<file path="config.mk">
export PLATFORM = sky130hd
export DESIGN_NAME = handshake_constant_burst
export DESIGN_NICKNAME = d
export VERILOG_FILES = /design/src/rtl/handshake_pkg.sv /design/src/rtl/handshake_burst_seq.sv /design/src/rtl/handshake_constant_burst.sv
export SDC_FILE = /design/constraint.sdc
export NUM_CORES = 1
export LEC_CHECK = 0
export ABC_AREA = 0
export BUFFER_PORTS_ARGS = -buffer_cell sky130_fd_sc_hd__buf_2
export CAP_MARGIN = 20
export CORE_AREA = 2 2 39 41
export DETAILED_ROUTE_END_ITERATION = 6
export DIE_AREA = 0 0 41 43
export GPL_ROUTABILITY_DRIVEN = 1
export GPL_TIMING_DRIVEN = 0
export PLACE_DENSITY = 0.72
export SETUP_SLACK_MARGIN = 0.05
export SLEW_MARGIN = 20
export SYNTH_ARGS = -nofsm -noshare
export SYNTH_HDL_FRONTEND = slang
export SYNTH_SLANG_ARGS = --single-unit
</file>
<file path="constraint.sdc">
create_clock -name clk -period 0.8 [get_ports clk]
set_input_delay 0.12 -clock clk [delete_from_list [all_inputs] [get_ports clk]]
set_output_delay 0.12 -clock clk [all_outputs]
set_load 0.01 [all_outputs]
</file>
<file path="src/rtl/handshake_pkg.sv">
// Shared types and helpers for the handshake burst constant block.
package handshake_pkg;

    typedef enum logic {
        IDLE = 1'b0,
        EMIT = 1'b1
    } state_t;

    // Counter width able to hold 0..n-1, never narrower than one bit.
    function automatic int ctr_width(input int n);
        return (n <= 2) ? 1 : $clog2(n);
    endfunction

endpackage

</file>
<file path="src/rtl/handshake_burst_seq.sv">
// Beat sequencer: tracks the position within a burst and accumulates the
// arithmetic sequence VALUE, VALUE+STRIDE, ... without a multiplier.
module handshake_burst_seq
    import handshake_pkg::*;
#(
    parameter int DATA_WIDTH = 32,
    parameter int VALUE      = 1,
    parameter int STRIDE     = 0,
    parameter int COUNT      = 1
) (
    input  logic                  clk,
    input  logic                  rst,
    input  logic                  load,
    input  logic                  step,
    output logic [DATA_WIDTH-1:0] value,
    output logic                  last
);

    localparam int IDX_W = ctr_width(COUNT);
    localparam logic [DATA_WIDTH-1:0] FIRST_VALUE = DATA_WIDTH'(VALUE);
    localparam logic [DATA_WIDTH-1:0] STEP_VALUE  = DATA_WIDTH'(STRIDE);

    logic [IDX_W-1:0]      idx_reg;
    logic [DATA_WIDTH-1:0] value_reg;
    logic                  last_reg;

    // Load wins over step: a new burst starting on the last beat restarts cleanly.
    always_ff @(posedge clk) begin
        if (rst) begin
            idx_reg   <= '0;
            value_reg <= '0;
            last_reg  <= 1'b0;
        end else if (load) begin
            idx_reg   <= '0;
            value_reg <= FIRST_VALUE;
            last_reg  <= (COUNT == 1);
        end else if (step) begin
            idx_reg   <= idx_reg + IDX_W'(1);
            value_reg <= value_reg + STEP_VALUE;
            last_reg  <= (int'(idx_reg) + 1 == COUNT - 1);
        end
    end

    assign value = value_reg;
    assign last  = last_reg;

endmodule

</file>
<file path="src/rtl/handshake_constant_burst.sv">
// Each accepted ctrl token produces a registered burst of COUNT beats on outs;
// the only combinational path is outs_ready to ctrl_ready on the last beat.
module handshake_constant_burst
    import handshake_pkg::*;
#(
    parameter int DATA_WIDTH = 32,
    parameter int VALUE      = 1,
    parameter int STRIDE     = 0,
    parameter int COUNT      = 1
) (
    input  logic                  clk,
    input  logic                  rst,
    input  logic                  ctrl_valid,
    output logic                  ctrl_ready,
    output logic [DATA_WIDTH-1:0] outs,
    output logic                  outs_valid,
    input  logic                  outs_ready,
    output logic                  outs_last
);

    if (COUNT < 1) begin : g_count_check
        $fatal(1, "handshake_constant_burst: COUNT must be >= 1");
    end

    state_t state_reg, state_next;
    logic   fire_out;
    logic   accept;
    logic   step;
    logic   seq_last;

    assign outs_valid = (state_reg == EMIT);
    assign fire_out   = outs_valid && outs_ready;
    assign outs_last  = seq_last;

    always_comb begin
        state_next = state_reg;
        ctrl_ready = !rst && ((state_reg == IDLE) || (fire_out && seq_last));
        accept     = ctrl_valid && ctrl_ready;
        step       = fire_out && !seq_last;
        case (state_reg)
            IDLE: begin
                if (accept) state_next = EMIT;
            end
            EMIT: begin
                // Back-to-back tokens keep us in EMIT with no bubble.
                if (fire_out && seq_last) state_next = accept ? EMIT : IDLE;
            end
            default: state_next = IDLE;
        endcase
    end

    always_ff @(posedge clk) begin
        if (rst) state_reg <= IDLE;
        else     state_reg <= state_next;
    end

    handshake_burst_seq #(
        .DATA_WIDTH(DATA_WIDTH),
        .VALUE     (VALUE),
        .STRIDE    (STRIDE),
        .COUNT     (COUNT)
    ) u_seq (
        .clk  (clk),
        .rst  (rst),
        .load (accept),
        .step (step),
        .value(outs),
        .last (seq_last)
    );

endmodule
</file>
After elaboration in Yosys (flattened, before gate mapping)
Index checks and enable logic that the tools add are counted.
{"block": "word_totals", "register_bits": 4, "inputBits": 4, "output_inout_bits": 35, "elab_cells": 24}
{"block": "op_classes", "n_addsub": 2, "n_mux": 6, "bitwise_logic": 1, "n_reduce_logical": 11}
{"operator": "zero test 32 bit", "count": 1}
{"operator": "logical AND 1 bit", "count": 5}
{"operator": "2-to-1 mux 1 bit", "count": 5}
{"operator": "adder 1 x 1 -> 2 bit (second input constant)", "count": 1}
{"operator": "zero test 1 bit", "count": 2}
{"operator": "one-hot mux 1 bit (2 select lines)", "count": 1}
{"operator": "nonzero test 2 bit", "count": 1}
{"operator": "OR reduction 2 bit", "count": 1}
{"operator": "adder 1 bit (second input constant)", "count": 1}
{"operator": "logical OR 1 bit", "count": 1}
{"operator": "NOT 1 bit", "count": 1}

Longest topological paths before layout
{"block": "depth", "depth_word": 8, "mapped_depth": 2}

Cells and area by module
A second synthesis with hierarchy kept.
{"block": "hier_totals", "hier_cells": 46, "area_unflattened_um2": 367.9}
{"mod": "handshake_burst_seq", "instances": 1, "cells_each": 39, "area_per_inst_um2": 302.8, "seq_area_each_um2": 40.0}
{"mod": "handshake_constant_burst", "instances": 1, "cells_each": 7, "area_per_inst_um2": 65.1, "seq_area_each_um2": 20.0}

Worst setup path before layout
Ideal clock, no wire load.
{"block": "synth_timing", "path_kind": "register -> output", "from": "register state_reg, in the netlist outs_valid", "to": "output port ctrl_ready", "arrival_time_ns": 0.711, "required_time_ns": 0.680, "path_slack_ns": -0.031, "path_stages_with_launch": 3, "path_buffers": 0, "cell_sequence": "dfxtp_1 a21boi_0 nor2_1"}
{"block": "synth_via", "elab_chain_len": 4, "word_cells_on_any_way": 5, "cone_classes": "1 x bitwise; 4 x reduce/logical"}
{"element": "start: declaration", "line_no": "handshake_constant_burst.sv:25", "source": "state_t state_reg, state_next;"}
{"element": "start signal: assignment", "line_no": "handshake_constant_burst.sv:54", "source": "else state_reg <= state_next;"}
{"element": "logical AND 1 bit", "line_no": "handshake_constant_burst.sv:32", "source": "assign fire_out = outs_valid && outs_ready;"}
{"element": "logical AND 1 bit", "line_no": "handshake_constant_burst.sv:37", "source": "ctrl_ready = !rst && ((state_reg == IDLE) || (fire_out && seq_last));"}
{"element": "logical OR 1 bit *", "line_no": "handshake_constant_burst.sv:37"}
{"element": "logical AND 1 bit *", "line_no": "handshake_constant_burst.sv:37"}
{"element": "end: declaration", "line_no": "handshake_constant_burst.sv:14", "source": "output logic ctrl_ready,"}
Every way passes the cells marked *; elsewhere a longest branch is shown, timed or not.

Worst setup path after layout
Ends and elaborated chain as after synthesis.

==> impl_results.md <==
- Largest net degree at the start of global routing: 5
- Post-Route WL: between 600 and 700 microns
- Failing checks: negative setup slack
- I/O Pins: 39
- Critical-path maximum fanout: 2
- Initial Util: 0.255
- Syn. warnings: 0
- Worst hold path class: in2reg
- Status: complete, but fails checks
- Post-Syn Area: between 300 and 400 sq um
- CP arrival: a little over 0.9 ns
- DRC: 0
- Sequential-to-total area share from yosys stat: 0.170
- Filler instances: ~140
- Total gr overflow: 0
- Leakage dissipation: roughly 0.39 nW
- Hold_buf cts: 0
- Final setup viols: 4
- Most common cell after layout, fill and taps aside: buf_4
- Antenna Nets Post-Route: 0
- Hold Vio Cnt, Final: 0
- Num CTS Buffers: 3
- Setup crit end kind: primary output
- Tcrit/Tclk final: 1.29
- RSZ-0062 raised after global routing: yes
- Power Dens Cells: roughly 1200 nW/um^2
- Clk_skew: 0.00222 ns
- Total clock sinks: 3
- Core area: between 1000 and 1500 sq um
- Worst-path clk slew: about 0.04 ns
- GPL Wtd Cong: 0.645
- Nets: 93
- Switching power: about 230 uW
- Combinational share of power: 0.391
- Placement Cell Area: 527 sq um
- Max-cap violations: 0
- Share of power burned in registers: 0.240
- Top-area cell type share of the netlist area: 0.660
- Worst-case hold slack: slightly above 0.09 ns
- Routed vias: 303
- H-tree levels: 1
- Synthesis-to-layout area growth: 74.5%
- P_int: between 500 and 600 uW
- Max Fclk: just under 1000 MHz
- First-pass GRT wire length: around 860 microns
- Rows: 14
- Clk buf depth: 2
- Critical path required time: approximately 0.68 ns
- I/O Buffers: 7
- Final WS setup: -0.231 ns
- Final Slew Violations: 0
- GRT Total Usage: 0.0752
- Sw frac: 0.307
- DR vias/cell: between 2 and 3
- Final Util: 0.445
- Mapped Cells: 45
- Critical path startpoint category: flop
- Synth Register Bits: 3
- Maximum vdd drop: between 0.8 and 0.9 mV
- Design Power: between 700 and 800 uW
- Final instance area: just over 600 sq um
- CTS tree: done
- Clock Latency Late Sink: roughly 0.23 ns
- Die Y: 43 microns
- Die W: approximately 41 microns
- Syn avg cell area: roughly 8 sq um
- Power share of the clock group: 0.369
- 1st-iter DRT viols: 3
- Die Footprint: roughly 1800 sq um
- # diodes: 0
- Most frequent cells in the layout: buf_4, conb_1, buf_2
- Distinct cells, synth: 11
- Minimum clock period: 1.03 ns
- Synth area leader: buf_4
- Share of cells above drive strength 1: 0.580
- Synth area leaders: buf_4, dfxtp_1, o21ba_2, a311oi_1, a21boi_0
- Root Buffer: clkbuf_4
- Initial antenna violation count: 0
- Mean routed wirelength per cell: ~6.6 microns
- Setup TNS Final: -0.438 ns
- Vias in the first global route: between 200 and 250
- Drt first pass iters: 3
- Setup CP Type: reg2out
synthesized netlist by cell type (all sizes together):
library cell / n
a21boi: 1
a21oi: 1
a311oi: 1
buf: 31
conb: 1
dfxtp: 3
inv: 2
nand2: 1
nand2b: 1
nor2: 2
o21ba: 1
layer usage:
layer	GRT usage	wire, microns
met5	0	0
met4	0.0800	0
met3	0.0157	92
met2	0.134	410
met1	0.0543	181
worst max-delay path, cell delays in order, from the launching register on:
cell and delay [ns]:
dfxtp_2 0.33, a21boi_4 0.17, nor2_1 0.05, buf_2 0.13
power by group through the flow:
| stage | registers [mW] | clock network (mW) | logic [mW] |
|---|---|---|---|
| global route | 0.180 | 0.282 | 0.315 |
| finish | 0.177 | 0.272 | 0.289 |
| detailed placement | 0.177 | 0 | 0.236 |
| floorplan | 0.182 | 0 | 0.200 |
| CTS | 0.175 | 0.281 | 0.253 |
| global placement | 0.176 | 0 | 0.234 |
final timing paths:
| path | start | to | slack (ns) | cells after the start |
|---|---|---|---|---|
| min reg2reg | u_seq.last | u_seq.last | 0.50 | 2 |
| max | outs_valid | ctrl_ready | -0.23 | 3 |
| min | rst | u_seq.last | 0.09 | 2 |
| max reg2reg | outs_valid | outs_valid | -0.06 | 3 |
area by class of cell:
type | count | area, sq um | area share
multi-input cells | 39 | 194 | 0.315
flip-flops and latches | 3 | 66.3 | 0.108
repair buffers | 9 | 68.8 | 0.112
inverters | 2 | 7.51 | 0.0122
well taps | 16 | 20.0 | 0.0325
clock buffers | 4 | 26.3 | 0.0427
plain buffers | 31 | 233 | 0.378
repair_timing:
item,CTS,global route
endpoints found under the hold margin,0,0
setup buffers,1,2
pin swaps,1,3
resized for setup,3,6
setup endpoints to repair,6,7
kinds of logic after synthesis:
group	synth area share
simple gates	0.0497
flops	0.170
buf+inv	0.681
compound gates	0.0887
other cells	0.0106
through the flow:
step	cells	worst slack, ns
2_1_floorplan	75	0.0299
3_3_place_gp	98	0.0182
3_5_place_dp	98	0.0188
4_1_cts	103	-0.216
5_1_grt	104	-0.255
6_report	104	-0.231
Power figures use the tool's default switching activity.
